<file path="config.mk">
export PLATFORM = sky130hd
export DESIGN_NAME = disp_scan_capture
export DESIGN_NICKNAME = d
export VERILOG_FILES = /design/src/rtl/disp_scan_capture.sv
export SDC_FILE = /design/constraint.sdc
export NUM_CORES = 1
export LEC_CHECK = 0
export ABC_AREA = 1
export BUFFER_PORTS_ARGS = -buffer_cell sky130_fd_sc_hd__buf_4
export CAP_MARGIN = 25
export CORE_ASPECT_RATIO = 1.25
export CORE_MARGIN = 2
export CORE_UTILIZATION = 52
export CTS_CLUSTER_DIAMETER = 30
export DETAILED_ROUTE_END_ITERATION = 8
export PLACE_DENSITY = 0.76
export SYNTH_ARGS = -nofsm -noshare
export SYNTH_HDL_FRONTEND = slang
export SYNTH_SLANG_ARGS = --single-unit
</file>
<file path="constraint.sdc">
create_clock -name clk -period 2.3 [get_ports clk]
set_input_delay 0.23 -clock clk [delete_from_list [all_inputs] [get_ports clk]]
set_output_delay 0.23 -clock clk [all_outputs]
set_load 0.005 [all_outputs]
</file>
<file path="src/rtl/disp_scan_capture.sv">
// disp_scan_capture: watches a time-multiplexed 4-digit display bus and rebuilds
// the hex word, point mask and LE mask once every digit has been seen stable.
module disp_scan_capture #(
    parameter int unsigned STABLE_CYCLES = 4
) (
    input  logic        clk,
    input  logic        rst,
    input  logic [3:0]  AN,
    input  logic [3:0]  Hex,
    input  logic        p,
    input  logic        LE,
    input  logic        clr_err,
    output logic [15:0] Hexs,
    output logic [3:0]  point,
    output logic [3:0]  LES,
    output logic        frame_valid,
    output logic [3:0]  seen,
    output logic        an_err
);

    localparam int unsigned SW = 10;
    localparam int unsigned CW = 8;
    localparam int unsigned ND = 4;
    localparam logic [CW-1:0] RUN_MAX    = '1;
    localparam logic [CW-1:0] STABLE     = CW'(STABLE_CYCLES);
    localparam logic [SW-1:0] SAMPLE_RST = {4'b1111, 4'h0, 1'b0, 1'b0};

    logic [SW-1:0]   sample_q, sample_d;
    logic [CW-1:0]   run_q, run_d;
    logic            evt_q, evt_d;
    logic            changed_c;
    logic [4*ND-1:0] shadow_hex_q, shadow_hex_d;
    logic [ND-1:0]   shadow_p_q, shadow_p_d;
    logic [ND-1:0]   shadow_le_q, shadow_le_d;
    logic [4*ND-1:0] hexs_q, hexs_d;
    logic [ND-1:0]   point_q, point_d;
    logic [ND-1:0]   les_q, les_d;
    logic            fv_q, fv_d;
    logic [ND-1:0]   seen_q, seen_d;
    logic            err_q, err_d;
    logic            legal_c, illegal_c;
    logic [1:0]      dig_c;
    logic [ND-1:0]   seen_all_c;

    // Run-length tracking; the event fires once, when the run first reaches STABLE.
    always_comb begin
        sample_d  = {AN, Hex, p, LE};
        changed_c = (sample_d != sample_q);
        run_d     = run_q;
        if (changed_c) begin
            run_d = CW'(1);
        end else if (run_q != RUN_MAX) begin
            run_d = run_q + CW'(1);
        end
        // Saturated run sitting at STABLE (only possible for 255) must not re-fire.
        evt_d = (run_d == STABLE) && (changed_c || (run_q != STABLE));
    end

    // Classify the anode pattern of the stable sample.
    always_comb begin
        legal_c   = 1'b0;
        illegal_c = 1'b0;
        dig_c     = 2'd0;
        case (sample_q[9:6])
            4'b1110: begin legal_c = 1'b1; dig_c = 2'd0; end
            4'b1101: begin legal_c = 1'b1; dig_c = 2'd1; end
            4'b1011: begin legal_c = 1'b1; dig_c = 2'd2; end
            4'b0111: begin legal_c = 1'b1; dig_c = 2'd3; end
            4'b1111: ;
            default: illegal_c = 1'b1;
        endcase
    end

    // Capture into shadows, commit a full frame, and maintain the sticky error.
    always_comb begin
        shadow_hex_d = shadow_hex_q;
        shadow_p_d   = shadow_p_q;
        shadow_le_d  = shadow_le_q;
        hexs_d       = hexs_q;
        point_d      = point_q;
        les_d        = les_q;
        seen_d       = seen_q;
        fv_d         = 1'b0;
        err_d        = err_q;
        seen_all_c   = seen_q | (4'b0001 << dig_c);
        if (evt_q && legal_c) begin
            shadow_hex_d[{dig_c, 2'b00} +: 4] = sample_q[5:2];
            shadow_p_d[dig_c]                 = sample_q[1];
            shadow_le_d[dig_c]                = sample_q[0];
            if (seen_all_c == 4'b1111) begin
                hexs_d  = shadow_hex_d;
                point_d = shadow_p_d;
                les_d   = shadow_le_d;
                seen_d  = '0;
                fv_d    = 1'b1;
            end else begin
                seen_d = seen_all_c;
            end
        end
        if (evt_q && illegal_c) begin
            err_d = 1'b1;
        end else if (clr_err) begin
            err_d = 1'b0;
        end
    end

    // State registers.
    always_ff @(posedge clk or posedge rst) begin
        if (rst) begin
            sample_q     <= SAMPLE_RST;
            run_q        <= '0;
            evt_q        <= 1'b0;
            shadow_hex_q <= '0;
            shadow_p_q   <= '0;
            shadow_le_q  <= '0;
            hexs_q       <= '0;
            point_q      <= '0;
            les_q        <= '0;
            fv_q         <= 1'b0;
            seen_q       <= '0;
            err_q        <= 1'b0;
        end else begin
            sample_q     <= sample_d;
            run_q        <= run_d;
            evt_q        <= evt_d;
            shadow_hex_q <= shadow_hex_d;
            shadow_p_q   <= shadow_p_d;
            shadow_le_q  <= shadow_le_d;
            hexs_q       <= hexs_d;
            point_q      <= point_d;
            les_q        <= les_d;
            fv_q         <= fv_d;
            seen_q       <= seen_d;
            err_q        <= err_d;
        end
    end

    assign Hexs        = hexs_q;
    assign point       = point_q;
    assign LES         = les_q;
    assign frame_valid = fv_q;
    assign seen        = seen_q;
    assign an_err      = err_q;

endmodule

</file>
==> metrics.yaml, run 1 <==
drt:
  drt_iter0_drc: 211
  via_count: 3001
  via_per_inst: 4.99
  dr.pass1.iters: 4
  wl_per_cell_um: 12.6
  routed_wl_mm: 7.58
  drtAntennaViolNets: 0
  drc: 0
global_route:
  overflow: 0
  grt_max_degree: 45
  grt_pass1_vias: 2859
  grt_pass1_wl_mm: 12.6
  grt_usage_pct: 21.6
  antenna_found_initial: 0
sta:
  drv_slew: 0
  setup_viol: 0
  fmax_mhz: 460
  period_needed_ps: 2170
  skew_ps: 8.22
  hold_violations: 10
  fin_hold_ws_ps: -9.22
  final.setup.tns_ps: 0
  worstMarginPinSlew_ps: 686
  maxSlewHeadroom_pct: 54.2
  fin_crit_sh_pct: 94.5
critical_path:
  cp.required_ps: 2570
  slowest_stage: "dfstp_2"
  r2r_start: "sample_q[9]"
  path_common_cell: "nand2_2"
  slowest_delay_ps: 570
  cp.arrival_ps: 2440
  cp_top_family: "simple AND/OR/NAND/NOR gates"
  reg2reg_to: "shadow_hex_q[9]"
  end_kind: "flip-flop"
  crit_type: "flip-flop to flip-flop"
  startpoint_type: "flip-flop"
  rrSetupSlack_ps: 130
  reg2reg_depth: 12
  cp_max_fo: 6
  cp_num_buf_inv: 2
  path_cells: "nand2_2 > nor2_2 > nand2_2 > o21ai_2 > inv_2 > ha_2 > inv_2 > nor4_4 > nand2_2 > o22ai_2 > nand2_1 > o21ai_0"
final_layout:
  final_cell_mix: "nand2_1 (151), dfrtp_1 (69), inv_1 (65)"
  area_growth_pct: 23.6
  nets: 533
  layout_commonest_cell: "nand2_1"
  nFillCells: 550
  num_antenna_cells: 0
  seq_area_um2: 1830
  layout-drive-gt1-share_pct: 19.8
  multi_input_area_um2: 1430
clock_tree:
  root_buffer: "clkbuf_8"
  cts_htree_levels: 3
  tritoncts: "yes"
  path_clk_slew_ps: 80
  cts.sinks: 73
  clock_latency_ps: 350
  cts_inserted_buffers: 9
  cts-root-to-sink-buffers: 2
yosys:
  ys_ff_latch: 73
  yosysSeqAreaShare_pct: 51.8
  synth_flop_cell: "dfrtp_1"
  syn_inst: 444
  synthArstFlopShare_pct: 100
  syn_nets: 467
  synth_top_family_by_area: "simple AND/OR/NAND/NOR gates"
  synthSimpleGateAreaFrac_pct: 24.2
  synth_compound_area_share_pct: 10.2
  syn_area_um2: 3540
  yosys_warnings: 0
  synthAdderAreaFrac_pct: 3.54
  synth.avg_cell_area_um2: 7.97
  synth_mux_area_share_pct: 0
  synth_edf_count: 0
  synthXorXnorAreaFrac_pct: 0.743
  synth_cell_type_count: 30
min_path:
  hp-class: "input port to asynchronous set/reset pin"
die:
  initial_core_util_pct: 53.9
  die_h_um: 96.2
  rows: 33
  dieArea_um2: 7480
  ios: 43
  die_x_um: 77.8
  coreArea_um2: 6570
outcome:
  status: "complete, but fails checks"
  violations: "negative hold slack"
power_and_ir_drop:
  power.density_nw_per_um2: 548
  vdd_drop_max_uv: 326
  p_leak_uw: 0.00228
placed_design:
  gp_congestion: 0.910
  dp_hpwl_mm: 5.30
  numPortBuffers: 42
run:
  maxCapViolCount: 0
## per-layer routing
layer  global-route usage, %  part of all wire (%)  vias up
met1                    25.2                    41     1405
met2                    37.6                    53       71
met3                    3.66                   4.3       15
met5                       0                     0        -
li1                        -                     -     1510
met4                    12.5                   2.4        0
## report_power, final
part	switching (uW)	total [uW]	internal, uW
combinational	109	178	69.1
sequential	11.3	1310	1290
clock	469	913	444
total	589	2400	1810
## cells in the mapped netlist (all sizes together) (3+ instances only)
| cell type | number | area share (%) |
|---|---|---|
| nand2 | 156 | 17 |
| inv | 72 | 7.7 |
| dfrtp | 69 | 49 |
| o21ai | 48 | 7.0 |
| nor2 | 32 | 3.9 |
| nand3 | 15 | 2.1 |
| o22ai | 12 | 2.1 |
| ha | 10 | 3.5 |
| buf | 8 | 1.8 |
| dfstp | 4 | 3.0 |
| a21oi | 3 | 0.42 |
| nand4 | 3 | 0.53 |
## through the flow
stage               instance area (um2)  util [%]  total power (uW)  setup WS (ps)  cells
global placement                   4000      60.9              1480           62.5    574
CTS                                4250      64.8              2390           6.45    597
floorplan                          3540         -              1420           41.8    444
global route                       4370      66.6              2490          -10.8    602
finish                             4370      66.6              2400            127    602
detailed placement                 4000      60.9              1480          -22.0    574
## worst reg2reg max path, delay by kind of cell (launching register included)
| family | cells | cell delay, ps |
|---|---|---|
| simple gates | 6 | 660 |
| flops | 1 | 570 |
| compound gates | 3 | 360 |
| fa+ha+maj | 1 | 340 |
| buf+inv | 2 | 170 |
## cells by family (layout without fill, tap and decap cells)
kind of cell               count (synthesis)  after routing
xor gates and xnor gates                   3              3
buffers and inverters                     81            152
adders and majority gates                 10             10
AOI/OAI and AO/OA                         66             66
DFF                                       73             73
and+or+nand+nor                          211            211
## repair_timing
action                     4_1_cts  5_1_grt
hold endpoints to repair         7        0
resized for setup                1       24
setup endpoints to repair        2       45
pin swaps                        0        4
hold buffers                     7        0
buffers inserted                 0        5
## how the worst max path moves through the flow
| stage | slack, ps | start | to | depth (start not counted) |
|---|---|---|---|---|
| 2_1_floorplan | 40 | sample_q[8] | Hexs[4] | 12 |
| 3_3_place_gp | 60 | sample_q[8] | Hexs[9] | 12 |
| 5_1_grt | -10 | sample_q[9] | Hexs[5] | 13 |
| 6_report | 130 | sample_q[9] | shadow_hex_q[9] | 12 |
| 3_5_place_dp | -20 | sample_q[8] | Hexs[9] | 12 |
| 4_1_cts | 6 | sample_q[9] | shadow_hex_q[8] | 12 |
## flip-flops by register name (all words and copies together), names as in the netlist
| register | flops |
|---|---|
| Hexs | 16 |
| LES | 4 |
| an_err | 1 |
| frame_valid | 1 |
| shadow_p_q | 4 |
| seen | 4 |
| evt_q | 1 |
| shadow_le_q | 4 |
| run_q | 8 |
| point | 4 |
| sample_q | 10 |
| shadow_hex_q | 16 |
## area by class of cell
type	count	area share, %
clock buffer	11	3.46
timing repair buffer	64	12.3
sequential	73	41.9
multi-input combinational	290	32.8
inverter	72	6.35
tap	87	2.49
clock inverter	5	0.687
Note: power is estimated with default switching activity, not from simulation.
==> inputs of run 2 (changes only) <==
Settings changed: CORE_UTILIZATION 52 to 45, PLACE_DENSITY 0.76 to 0.68.
==> run 2 against run 1 <==
The run now ends clean. Critical path type unchanged. Clock power increased by 9.2%. Count of clock-buffer cells in the layout fell by 1. Highest routed layer unchanged. Fmax rose by 0.98%. Critical path depth fell by 1. Die area increased by 15%. Sequential share of layout area fell by 0.19 points. First-iteration DRC count down 7.1%. Utilization is 9.6 points lower. Final area is 0.46% higher. Via count shrank 0.87%.
==> metrics.yaml, run 2 (synthesis gave the netlist of run 1 again) <==
outcome:
  status: "finished, final reports clean"  # was complete, but fails checks
drt:
  routed_wl_mm: 7.67  # was 7.58 mm
  via_per_inst: 4.89  # was 4.99
  drc: 0  # unchanged
  via_count: 2975  # was 3001
  drtAntennaViolNets: 0  # unchanged
  wl_per_cell_um: 12.6  # about the same
  drt_iter0_drc: 196  # was 211
  dr.pass1.iters: 4  # unchanged
sta:
  fmax_mhz: 465  # was 460 MHz
  hold_violations: 0  # was 10
  maxSlewHeadroom_pct: 73.8  # was 54.2%
  fin_crit_sh_pct: 93.6  # was 94.5%
  worstMarginPinSlew_ps: 393  # was 686 ps
  layout_setup_ws_ps: 148  # was 127 ps
  skew_ps: 8.00  # was 8.22 ps
  final.setup.tns_ps: 0  # unchanged
  setup_viol: 0  # unchanged
  drv_slew: 0  # unchanged
  period_needed_ps: 2150  # was 2170 ps
critical_path:
  startpoint_type: "flip-flop"  # unchanged
  cp_max_fo: 6  # unchanged
  path_cells: "nand2_2 > nor2_4 > nand2_2 > o21ai_4 > buf_4 > buf_4 > ha_1 > nand3_1 > o22ai_1 > nand2_1 > nand2_1"  # was nand2_2 > nor2_2 > nand2_2 > o21ai_2 > inv_2 > ha_2 > inv_2 > nor4_4 > nand2_2 > o22ai_2 > nand2_1 > o21ai_0
  cp.arrival_ps: 2430  # was 2440 ps
  cp_top_family: "simple AND/OR/NAND/NOR gates"  # unchanged
  crit_type: "flip-flop to flip-flop"  # unchanged
  cp.required_ps: 2580  # was 2570 ps
  slowest_delay_ps: 560  # was 570 ps
  cp_num_buf_inv: 2  # unchanged
  slowest_stage: "dfstp_2"  # unchanged
  end_kind: "flip-flop"  # unchanged
die:
  coreArea_um2: 7700  # was 6570 um2
  ios: 43  # unchanged
  initial_core_util_pct: 45.9  # was 53.9%
  die_h_um: 103  # was 96.2 um
  dieArea_um2: 8590  # was 7480 um2
  rows: 36  # was 33
  die_x_um: 83.3  # was 77.8 um
power_and_ir_drop:
  power.density_nw_per_um2: 565  # was 548 nW/um2
  p_clk_share_pct: 40.1  # was 38.1%
  power_switching_share_pct: 24.0  # was 24.6%
  p_int_uw: 1890  # was 1810 uW
  p_leak_uw: 0.00229  # was 0.00228 uW
  seqPwrFrac_pct: 52.6  # was 54.5%
  p_sw_uw: 597  # was 589 uW
  p_comb_share_pct: 7.3  # was 7.4%
  fin_total_pwr_uw: 2480  # was 2400 uW
  vdd_drop_max_uv: 417  # was 326 uV
clock_tree:
  cts_inserted_buffers: 9  # unchanged
  path_clk_slew_ps: 80  # about the same
  clock_latency_ps: 340  # was 350 ps
  cts.sinks: 73  # unchanged
  root_buffer: "clkbuf_8"  # unchanged
  cts-root-to-sink-buffers: 2  # unchanged
  tritoncts: "yes"  # unchanged
  cts_htree_levels: 3  # unchanged
placed_design:
  numPortBuffers: 42  # unchanged
  post_dp_cell_area_um2: 4030  # was 4000 um2
  preCtsSetupSlack_ps: -55.1  # was -22.0 ps
  gp_congestion: 0.853  # was 0.910
  dp_hpwl_mm: 5.46  # was 5.30 mm
run:
  maxCapViolCount: 0  # unchanged
global_route:
  grt_max_degree: 74  # was 45
  overflow: 0  # unchanged
  grt_usage_pct: 18.2  # was 21.6%
  grt_pass1_wl_mm: 12.4  # was 12.6 mm
  antenna_found_initial: 0  # unchanged
  grt_pass1_vias: 2725  # was 2859
final_layout:
  fin_area_um2: 4390  # was 4370 um2
  num_antenna_cells: 0  # unchanged
  layout-drive-gt1-share_pct: 19.7  # was 19.8%
  layout_commonest_cell: "nand2_1"  # unchanged
  nets: 532  # was 533
  area_growth_pct: 24.2  # was 23.6%
  final_cell_mix: "nand2_1 (150), dfrtp_1 (69), inv_1 (66)"  # was nand2_1 (151), dfrtp_1 (69), inv_1 (65)
min_path:
  hp-class: "input port to flip-flop"  # was input port to asynchronous set/reset pin
==> run 2: layout make-up <==
| cell class | count | area, um2 |
|---|---|---|
| Fill cell | 714 | 3310 |
| Tap cell | 95 | 119 |
| Multi-Input combinational cell | 290 | 1450 |
| Timing Repair Buffer | 63 | 515 |
| Clock inverter | 5 | 56.3 |
| Inverter | 72 | 278 |
| Sequential cell | 73 | 1830 |
| Clock buffer | 10 | 138 |
==> run 2: path summary, 6_finish.rpt <==
path,from,endpoint,slack [ps],cells after the start
min reg2reg,point[3],point[3],470,2
max in group asynchronous,rst,sample_q[8],1460,4
max,sample_q[9],Hexs[15],150,11
min in group asynchronous,rst,run_q[4],520,4
max reg2reg,sample_q[9],Hexs[15],150,11
min,AN[3],sample_q[9],10,1
==> run 2: timing repair <==
action                                  CTS  global route
setup buffers                             0             4
endpoints found under the hold margin    70             2
resized for setup                         5            19
endpoints found under the setup margin    8            42
hold buffers                              2             2
pin swaps                                 1             5
==> run 2: stage by stage <==
stage	utilization [%]	std cells	hold WS [ps]
2_1_floorplan	-	444	234
3_3_place_gp	52.3	585	350
3_5_place_dp	52.3	585	354
4_1_cts	55.3	602	0.406
5_1_grt	57.0	608	0.816
6_report	57.0	608	10.2
==> run 2: layer usage <==
metal,routed length [um],GRT usage [%],part of all wire [%],vias to the layer above
met5,0,0,0,-
met4,150,7.57,2.0,0
met3,217,3.04,2.8,15
met2,3950,32.5,51,57
met1,3350,22.0,44,1401
li1,-,-,-,1502
==> run 2: power by group through the flow <==
stage / Combinational (uW) / Sequential (uW) / Clock (uW)
CTS: 163 / 1310 / 1010
floorplan: 93.8 / 1330 / 0
finish: 181 / 1310 / 997
global placement: 155 / 1330 / 0
global route: 204 / 1310 / 1050
detailed placement: 157 / 1330 / 0
==> inputs of run 3 (changes only) <==
Settings changed: ABC_AREA 1 to unset.
==> run 3 against run 2 <==
Final area up 7.3%. Clock power up 10%. Wire length fell by 0.59%. Die area up 2.9%. Non-clock buffer count rose by 19. Largest power group unchanged. Flip-flop and latch count did not move. Sequential share of layout area down 2.8 points. Final cell count shrank 24%. Worst hold slack improved by 8.3 ps. Sequential power is essentially flat. Largest cell class unchanged.
==> metrics.yaml, run 3 <==
outcome:
  status: "finished, final reports clean"  # unchanged
yosys:
  synth.avg_cell_area_um2: 12.4  # was 7.97 um2
  synth_area_leaders: "dfrtp_1 (47%), mux2_4 (6.6%), a32o_1 (4.4%)"  # was dfrtp_1 (49%), nand2_1 (16%), inv_1 (7.4%)
  synth_mux_area_share_pct: 11.5  # was 0%
  synth_cell_type_count: 52  # was 30
  syn_nets: 318  # was 467
  yosysSeqAreaShare_pct: 50.3  # was 51.8%
  synth_most_common_cell: "dfrtp_1"  # was nand2_1
  syn_area_um2: 3640  # was 3540 um2
  syn_inst: 295  # was 444
  synth_edf_count: 0  # unchanged
  synthXorXnorAreaFrac_pct: 3.81  # was 0.743%
  synth_top_family_by_area: "compound AO/OA/AOI/OAI gates"  # was simple AND/OR/NAND/NOR gates
  synthDominantCellAreaShare_pct: 47.4  # was 48.8%
  ys_ff_latch: 73  # unchanged
  synthAdderAreaFrac_pct: 3.71  # was 3.54%
  synth_flop_cell: "dfrtp_1"  # unchanged
  yosysTopAreaCell: "dfrtp_1"  # unchanged
  netlist_top_cells_count: "dfrtp_1 (69), a22o_1 (16), a32o_1 (16), mux2_4 (16)"  # was nand2_1 (155), inv_1 (70), dfrtp_1 (69)
  synth_compound_area_share_pct: 16.2  # was 10.2%
  yosys_warnings: 0  # unchanged
  synthSimpleGateAreaFrac_pct: 8.65  # was 24.2%
  synthArstFlopShare_pct: 100  # unchanged
die:
  coreArea_um2: 7840  # was 7700 um2
  die_x_um: 84.5  # was 83.3 um
  ios: 43  # unchanged
  initial_core_util_pct: 46.5  # was 45.9%
  rows: 36  # unchanged
  dieArea_um2: 8840  # was 8590 um2
  die_h_um: 105  # was 103 um
critical_path:
  slowest_delay_ps: 620  # was 560 ps
  cp_max_fo: 6  # unchanged
  cp.arrival_ps: 2490  # was 2430 ps
  startpoint_type: "flip-flop"  # unchanged
  slowest_stage: "dfstp_2"  # unchanged
  path_cells: "xor2_2 > nand3_2 > inv_4 > ha_4 > o22ai_4 > nor2_4 > and3_4 > clkbuf_16 > mux2_4"  # was nand2_2 > nor2_4 > nand2_2 > o21ai_4 > buf_4 > buf_4 > ha_1 > nand3_1 > o22ai_1 > nand2_1 > nand2_1
  crit_type: "flip-flop to flip-flop"  # unchanged
  end_kind: "flip-flop"  # unchanged
  cp.required_ps: 2530  # was 2580 ps
global_route:
  grt_pass1_vias: 2617  # was 2725
  overflow: 0  # unchanged
  met1_usage_pct: 22.2  # was 22.0%
  use_met2_pct: 28.9  # was 32.5%
  grtUsageMet3_pct: 4.42  # was 3.04%
  grt_pass1_wl_mm: 12.4  # about the same
  antenna_found_initial: 0  # unchanged
  grt_max_degree: 32  # was 74
  top_usage_layer: "met2"  # unchanged
  grt_usage_pct: 17.6  # was 18.2%
final_layout:
  num_antenna_cells: 0  # unchanged
  layout_commonest_cell: "dfrtp_1"  # was nand2_1
  nFillCells: 651  # was 714
  layout-drive-gt1-share_pct: 38.6  # was 19.7%
  final_cell_mix: "dfrtp_1 (69), buf_4 (62), a32o_1 (16), a22o_1 (16), mux2_4 (16)"  # was nand2_1 (150), dfrtp_1 (69), inv_1 (66)
  nets: 388  # was 532
  area_growth_pct: 29.3  # was 24.2%
placed_design:
  gp_congestion: 0.788  # was 0.853
  preCtsSetupSlack_ps: -16.3  # was -55.1 ps
  numPortBuffers: 42  # unchanged
  dp_hpwl_mm: 5.37  # was 5.46 mm
sta:
  skew_ps: 10.8  # was 8.00 ps
  setup_viol: 0  # unchanged
  hold_violations: 0  # unchanged
  fin_hold_ws_ps: 18.5  # was 10.2 ps
  fin_crit_sh_pct: 98.3  # was 93.6%
  fmax_mhz: 442  # was 465 MHz
  period_needed_ps: 2260  # was 2150 ps
  rsz0062_at_grt: "yes"
  layout_setup_ws_ps: 38.8  # was 148 ps
  worstMarginPinSlew_ps: 648  # was 393 ps
  maxSlewHeadroom_pct: 56.7  # was 73.8%
  drv_slew: 0  # unchanged
power_and_ir_drop:
  power.density_nw_per_um2: 560  # was 565 nW/um2
  vdd_drop_max_uv: 324  # was 417 uV
  p_leak_uw: 0.00217  # was 0.00229 uW
run:
  maxCapViolCount: 0  # unchanged
clock_tree:
  cts.sinks: 73  # unchanged
  cts_htree_levels: 3  # unchanged
  root_buffer: "clkbuf_8"  # unchanged
  path_clk_slew_ps: 70  # was 80 ps
  tritoncts: "yes"  # unchanged
  cts-root-to-sink-buffers: 2  # unchanged
  clock_latency_ps: 350  # was 340 ps
  cts_inserted_buffers: 9  # unchanged
drt:
  drt_iter0_drc: 83  # was 196
  drtAntennaViolNets: 0  # unchanged
  dr.pass1.iters: 4  # unchanged
  routed_wl_mm: 7.62  # was 7.67 mm
  via_count: 2583  # was 2975
  drc: 0  # unchanged
  via_per_inst: 5.55  # was 4.89
  wl_per_cell_um: 16.4  # was 12.6 um
min_path:
  hp-class: "input port to flip-flop"  # unchanged
==> run 3: what timing repair did <==
action                     in CTS  in global routing
gates resized for setup         4                 15
hold buffers                    9                  1
pin swaps                       1                 10
buffers inserted                2                  1
hold endpoints to repair       36                  1
gates cloned                    0                  1
setup endpoints to repair      20                 34
==> run 3: stage by stage <==
stage	instances	util [%]	area, um2	setup TNS, ps	total power, uW
after global routing	465	60.1	4710	-259	2750
final	465	60.1	4710	0	2640
after detailed placement	435	54.2	4250	-33.4	1540
after global placement	435	54.2	4250	0	1540
after CTS	462	58.8	4610	0	2660
after floorplan	295	-	3770	-713	1460
==> run 3: power by group <==
group	switching (uW)	total, uW	internal, uW
clock network	462	1100	639
logic	115	220	105
registers	24.5	1320	1290
total	602	2640	2040
==> run 3: worst paths after layout <==
check	start	to	slack (ps)	depth (start not counted)
max in group asynchronous	rst	sample_q[7]	1050	4
hold / removal	p	sample_q[1]	20	1
setup / recovery	sample_q[9]	Hexs[6]	40	9
setup reg to reg	sample_q[9]	Hexs[6]	40	9
min in group asynchronous	rst	Hexs[2]	530	3
hold reg to reg	shadow_hex_q[7]	shadow_hex_q[7]	500	1
==> run 3: routing by layer <==
metal	part of all wire, %	vias up
li1	-	1235
met1	44	1298
met2	51	37
met3	3.2	13
met4	1.9	0
met5	0	-
==> run 3: worst max-delay path, delay by kind of cell (launching register included) <==
| kind | cells | cell delay, ps |
|---|---|---|
| flops | 1 | 620 |
| simple gates | 3 | 510 |
| buf+inv | 2 | 310 |
| mux | 1 | 290 |
| xor+xnor | 1 | 180 |
| fa+ha+maj | 1 | 160 |
| compound gates | 1 | 70 |
==> run 3: area by class of cell <==
type                            count  area [um2]  share of cell area, %
Clock buffer                       11         141                   3.00
Tap cell                           95         119                   2.52
Clock inverter                      5        78.8                   1.67
Timing Repair Buffer               82         727                   15.4
Multi-Input combinational cell    184        1750                   37.1
Sequential cell                    73        1830                   38.9
Inverter                           15        63.8                   1.35
==> run 3: cell families (layout without fill, tap and decap cells) <==
group                    after synthesis  in the layout
AO/OA/AOI/OAI                         74             74
XOR/XNOR                              15             15
adder cells (fa/ha/maj)               11             11
buffers and inverters                 38            113
flip-flops                            73             73
multiplexers                          33             33
AND/OR/NAND/NOR                       51             51
